==> config.mk <==
export PLATFORM = sky130hd
export DESIGN_NAME = max_three_ctrl
export DESIGN_NICKNAME = d
export VERILOG_FILES = /design/src/rtl/max_three_ctrl.sv
export SDC_FILE = /design/constraint.sdc
export NUM_CORES = 1
export LEC_CHECK = 0
export CAP_MARGIN = 30
export CORE_ASPECT_RATIO = 1.75
export CORE_UTILIZATION = 64
export DETAILED_ROUTE_END_ITERATION = 10
export DONT_BUFFER_PORTS = 1
export PLACE_DENSITY = 0.88
export SETUP_SLACK_MARGIN = 0.15
export SYNTH_ARGS = -nofsm -noshare
export SYNTH_HDL_FRONTEND = slang
export SYNTH_SLANG_ARGS = --single-unit
==> constraint.sdc <==
create_clock -name ap_clk -period 4 [get_ports ap_clk]
set_clock_uncertainty 0.05 [all_clocks]
set_input_delay 0.8 -clock ap_clk [delete_from_list [all_inputs] [get_ports ap_clk]]
set_output_delay 0.8 -clock ap_clk [all_outputs]
set_load 0.05 [all_outputs]
==> src/rtl/max_three_ctrl.sv <==
// max_three_ctrl: unsigned max of three operands behind an ap_* handshake.
// Ports: ap_clk/ap_rst_n, ap_start/ap_ready/ap_done/ap_idle, a/b/c in, ap_return, ops_cnt.
module max_three_ctrl #(
  parameter int DATA_W = 32,
  parameter int CNT_W  = 16
) (
  input  logic              ap_clk,
  input  logic              ap_rst_n,
  input  logic              ap_start,
  output logic              ap_ready,
  output logic              ap_done,
  output logic              ap_idle,
  input  logic [DATA_W-1:0] a,
  input  logic [DATA_W-1:0] b,
  input  logic [DATA_W-1:0] c,
  output logic [DATA_W-1:0] ap_return,
  output logic [CNT_W-1:0]  ops_cnt
);

  typedef enum logic [1:0] {
    IDLE,
    CMP1,
    CMP2,
    DONE
  } state_t;

  state_t state_q, state_d;

  logic [DATA_W-1:0] a_q, a_d;
  logic [DATA_W-1:0] b_q, b_d;
  logic [DATA_W-1:0] c_q, c_d;
  logic [DATA_W-1:0] m_q, m_d;
  logic [DATA_W-1:0] res_q, res_d;
  logic [CNT_W-1:0]  cnt_q, cnt_d;
  logic              done_q, done_d;
  logic              idle_q, idle_d;

  logic              accept;
  logic [DATA_W-1:0] cmp_x;
  logic [DATA_W-1:0] cmp_y;
  logic [DATA_W-1:0] cmp_max;

  // ap_ready is forced low while reset is held.
  always_comb begin
    accept = (state_q == IDLE) && ap_start && ap_rst_n;
  end

  // One comparator, operands steered by the current compare state.
  always_comb begin
    cmp_x   = (state_q == CMP2) ? m_q : a_q;
    cmp_y   = (state_q == CMP2) ? c_q : b_q;
    cmp_max = (cmp_x > cmp_y) ? cmp_x : cmp_y;
  end

  always_comb begin
    state_d = state_q;
    a_d     = a_q;
    b_d     = b_q;
    c_d     = c_q;
    m_d     = m_q;
    res_d   = res_q;
    cnt_d   = cnt_q;
    unique case (state_q)
      IDLE: begin
        if (accept) begin
          a_d     = a;
          b_d     = b;
          c_d     = c;
          state_d = CMP1;
        end
      end
      CMP1: begin
        m_d     = cmp_max;
        state_d = CMP2;
      end
      CMP2: begin
        res_d   = cmp_max;
        state_d = DONE;
      end
      DONE: begin
        cnt_d   = cnt_q + CNT_W'(1);
        state_d = IDLE;
      end
      default: state_d = IDLE;
    endcase
    done_d = (state_d == DONE);
    idle_d = (state_d == IDLE);
  end

  always_ff @(posedge ap_clk or negedge ap_rst_n) begin
    if (!ap_rst_n) begin
      state_q <= IDLE;
      a_q     <= '0;
      b_q     <= '0;
      c_q     <= '0;
      m_q     <= '0;
      res_q   <= '0;
      cnt_q   <= '0;
      done_q  <= 1'b0;
      idle_q  <= 1'b1;
    end else begin
      state_q <= state_d;
      a_q     <= a_d;
      b_q     <= b_d;
      c_q     <= c_d;
      m_q     <= m_d;
      res_q   <= res_d;
      cnt_q   <= cnt_d;
      done_q  <= done_d;
      idle_q  <= idle_d;
    end
  end

  always_comb begin
    ap_ready  = accept;
    ap_done   = done_q;
    ap_idle   = idle_q;
    ap_return = res_q;
    ops_cnt   = cnt_q;
  end

endmodule

== Word-level counts from Yosys, hierarchy flattened ==
Cells that the tools add are included.

* Reduce and logical (&&, ||, !) cells: 5
* Add/subtract/negate cells: 1
* Mux-type cells: 5
* Order comparisons: 1
* Multipliers: 0
* Eq/ne operators: 4
* Divide/modulo/power cells: 0
* Bitwise logic cells: 0
* Shift-type cells: 0

{| class="wikitable"
|+ Operators with widths
! cell !! number
|-
| two-way mux 32 bit || 3
|-
| > comparator 32 bit || 1
|-
| adder 16 x 1 -> 16 bit (second input constant) || 1
|-
| case mux 2 bit (4 select lines) || 1
|-
| == test 2 bit (second input constant) || 3
|-
| logical NOT 2 bit || 2
|-
| == test 2 x 1 -> 1 bit (second input constant) || 1
|-
| logical AND 1 bit || 2
|-
| two-way mux 2 bit || 1
|-
| AND reduction 2 bit || 1
|}

* Latch bits: 0
* Logic and storage cells: 25
* Memories kept: 0
* Bits in writable memories: 0
* Memory bits (read-only): 0
* Bits in registers: 180

== Depth between registers and ports, before layout ==
* Depth in word-level cells: 6
* Gate-level depth with buffers: 14
* Gate-level depth less buffers: 10

== Least setup slack after synthesis ==
No wires, ideal clock.

* Path type: reg-to-reg
* From: register state_q[0]
* To: register m_q[24]
* Buffers on the path: 3
* Cell stages (with the launch flop): 14
* Library setup time: 126 ps
* Required time: 3824 ps
* Data arrival time: 3396 ps
* Setup slack: 428 ps
* Cell sequence: dfrtp_1 inv_1 ha_1 buf_2 buf_1 mux2_2 ha_1 nand4_4 nor4_4 inv_2 a311oi_4 nor2_4 buf_6 a221o_1

* Longest elaborated chain between the ends: 4
* Elaborated cells between the ends (all ways): 6
* Those cells by class: order compare (1); eq/ne (2); mux (3)

{| class="wikitable"
|+ Ends and longest elaborated chain
! element !! RTL line !! text
|-
| from (decl) || 27 || <nowiki>state_t state_q, state_d;</nowiki>
|-
| from (signal assigned) || 102 || <nowiki>state_q <= state_d;</nowiki>
|-
| == test 2 bit || 50, 51 ||
|-
| two-way mux 32 bit (on tied branches) || 50, 51 ||
|-
| > comparator 32 bit || 52 || <nowiki>cmp_max = (cmp_x > cmp_y) ? cmp_x : cmp_y;</nowiki>
|-
| two-way mux 32 bit || 52 ||
|-
| to (signal assigned) || 106 || <nowiki>m_q <= m_d;</nowiki>
|-
| to (decl) || 32 || <nowiki>logic [DATA_W-1:0] m_q, m_d;</nowiki>
|}

Parallel ways exist; a longest one is shown, timed or not.
A chain may end at the register's enable or synchronous reset.

== Worst setup path in the final report ==
* From: register state_q[0]
* To: register m_q[10]

Same word-level chain as after synthesis.

==> impl_metrics.tcl <==
set metrics [dict create \
    status "completed" \
    path_class "register to register" \
    root_buffer "clkbuf_16" \
    io_buffers 0 \
    seq_area_um2 4510 \
    max_freq_mhz 267 \
    setup_tns_ns 0 \
    cp_cell_sequence "inv_1 -> ha_4 -> buf_16 -> mux2_2 -> ha_1 -> nand4_1 -> a2111o_1 -> a311oi_4 -> buf_4 -> nor2_4 -> a221o_1" \
    drt-wirelength-per-cell_um 23.9 \
    area_growth_pct 10.2 \
    grt_setup_unrepaired "false" \
    design_area_um2 9970 \
    path_clk_slew_ns 0.07 \
    drcViolationCount 0 \
    synth_seq_cells 180 \
    period_needed_ns 3.75 \
    synth_cell_types 39 \
    yosys_warnings 0 \
    ant_nets 0 \
    syn_avg_cell_area_um2 11.4 \
    clk_latency_ns 0.43 \
    tightest_slew_ns 0.859 \
    antenna_found_initial 2 \
    dpl.cell_count 923 \
    hold_viol 0 \
    gp_congestion 0.827 \
    grt_pass1_vias 7047 \
    syn_inst 792 \
    fill_cells 924 \
    final_cells 971 \
    cts-buffers-inserted 17 \
    fp.dieArea_um2 14600 \
    drv_slew 0 \
    min_period_over_period_pct 93.6 \
    io_pins 150 \
    cpPeakStageDelay_ns 0.49 \
    viasPerCell 6.82 \
    initial_core_util_pct 65.4 \
    wirelength_um 23200 \
    dr_total_vias 6626 \
    path_max_fanout 16 \
    maxCapViolCount 0 \
    dp_hpwl_um 14300 \
    seq_area_frac_synth_pct 49.8 \
    grt_max_degree 182 \
    crit_path_end_kind "register" \
    clock_path_buffers 2 \
    grt_pass1_wl_um 35500 \
    htreeDepth 4 \
    syn-num-nets 928 \
    grt-ovfl-total 0 \
    die_h_um 159 \
    coreArea_um2 13800 \
    multi_input_area_um2 4280 \
    required_ns 4.26 \
    die_w_um 91.9 \
    num_rows 57 \
    hold_ws_ns 0.0126 \
    min_path_type "primary input to asynchronous set/reset pin" \
    numClockSinks 180 \
    critical-path-slowest-cell "a2111o_1" \
    cts_tree "done" \
    relSlewSlack_pct 42.8 \
    place_area_um2 9150 \
    drtPass1Iterations 7 \
    cp-start-kind "register" \
    layout_commonest_cell "dfrtp_1" \
    nNetsFinal 915 \
    synth_area_um2 9050 \
    final_cell_mix "179 x dfrtp_1, 129 x mux2_2, 70 x nor2_1" \
    worst_ep_arrival_time_ns 4.01 \
    drt-initial-drc-count 621 \
    grt_util_all_layers_pct 31.3 \
    setup-violations-final 0 \
    drive_above_1_share_pct 24.9 \
]
-- path summary, 6_finish.rpt --
path	start	end	slack (ns)	depth (start not counted)
worst max-delay path	state_q[0]	m_q[10]	0.25	11
worst min-delay path	ap_rst_n	ops_cnt[14]	0.01	0
worst max register to register	state_q[0]	m_q[10]	0.25	11
worst min register to register	b_q[25]	b_q[25]	0.46	1
max in group asynchronous	ap_rst_n	ap_return[29]	2.50	1
min in group ap_clk	b_q[25]	b_q[25]	0.46	1
-- cell type report --
cell class                 instances  area share (%)
sequential                       180            45.2
multi-input combinational        550            42.9
clock buffer                      22            4.66
timing repair buffer              25            3.53
tap                              177            2.22
clock inverter                    10            1.22
inverter                           5           0.188
antenna                            2          0.0502
-- registers in the layout, summed over array words and instances (netlist names) --
register   cells
ap_idle        1
b_q           32
ap_done        1
a_q           32
ops_cnt       16
m_q           32
ap_return     32
c_q           32
state_q        2
-- Yosys cell counts --
library cell	instances	area, um^2
a32oi_1	1	8.76
mux2_2	129	1450
nand2b_1	1	6.26
nand4_2	1	12.5
nand3_1	38	190
o21ai_0	39	195
buf_1	4	15.0
a2111o_1	1	11.3
inv_2	2	7.51
buf_2	14	70.1
nand4_4	1	21.3
nor2_1	70	263
a211o_1	1	8.76
clkbuf_1	28	105
o211ai_1	1	7.51
xor2_1	5	43.8
a221o_1	31	310
dfstp_2	1	26.3
o311ai_0	1	8.76
buf_6	6	67.6
and4_1	1	8.76
mux2i_1	32	320
clkbuf_2	6	30.0
inv_1	3	11.3
nor2b_1	2	12.5
dfrtp_1	179	4480
a311o_1	1	10.0
nor4_4	2	42.5
xnor2_1	10	87.6
nand2_1	47	176
nand4_1	9	56.3
a311oi_4	1	26.3
ha_1	37	463
nor3_1	1	5.00
nor2_4	1	11.3
and3_1	4	25.0
a21oi_1	48	240
a32o_1	1	10.0
a31oi_1	32	200
-- kinds of logic after synthesis --
group / share of synthesized area [%]
multiplexers: 19.6
buffers and inverters: 3.39
adder cells (fa/ha/maj): 5.12
XOR/XNOR: 1.45
flip-flops: 49.8
AND/OR/NAND/NOR: 9.18
AO/OA/AOI/OAI: 11.5
-- metrics by stage --
stage	worst slack, ns	utilization, %
floorplan	0.428	-
global placement	0.371	66.1
detailed placement	0.183	66.1
CTS	0.158	70.4
global route	0.189	72.0
finish	0.255	72.0
-- routing by layer --
layer / vias to the layer above / part of all wire [%] / global-route usage [%]
met5: - / 0 / 0
met4: 0 / 4.2 / 18.1
met3: 92 / 7.0 / 7.12
met2: 382 / 54 / 54.2
met1: 3281 / 34 / 34.8
li1: 2871 / - / -
-- timing repair --
item | CTS | global route
hold buffers | 0 | 2
setup endpoints to repair | 0 | 58
setup buffers | 0 | 7
endpoints found under the hold margin | 0 | 5
gates resized for setup | 0 | 9
-- critical path, delay by kind of cell (launching register included) --
kind / cells / cell delay [ns]
flip-flops: 1 / 0.43
multiplexers: 1 / 0.37
buffers and inverters: 3 / 0.53
adder cells (fa/ha/maj): 2 / 0.57
AND/OR/NAND/NOR: 2 / 0.37
AO/OA/AOI/OAI: 3 / 1.28
Power is not shown: default switching activity piles up to over one toggle a cycle in this logic, so the estimate is an artifact.
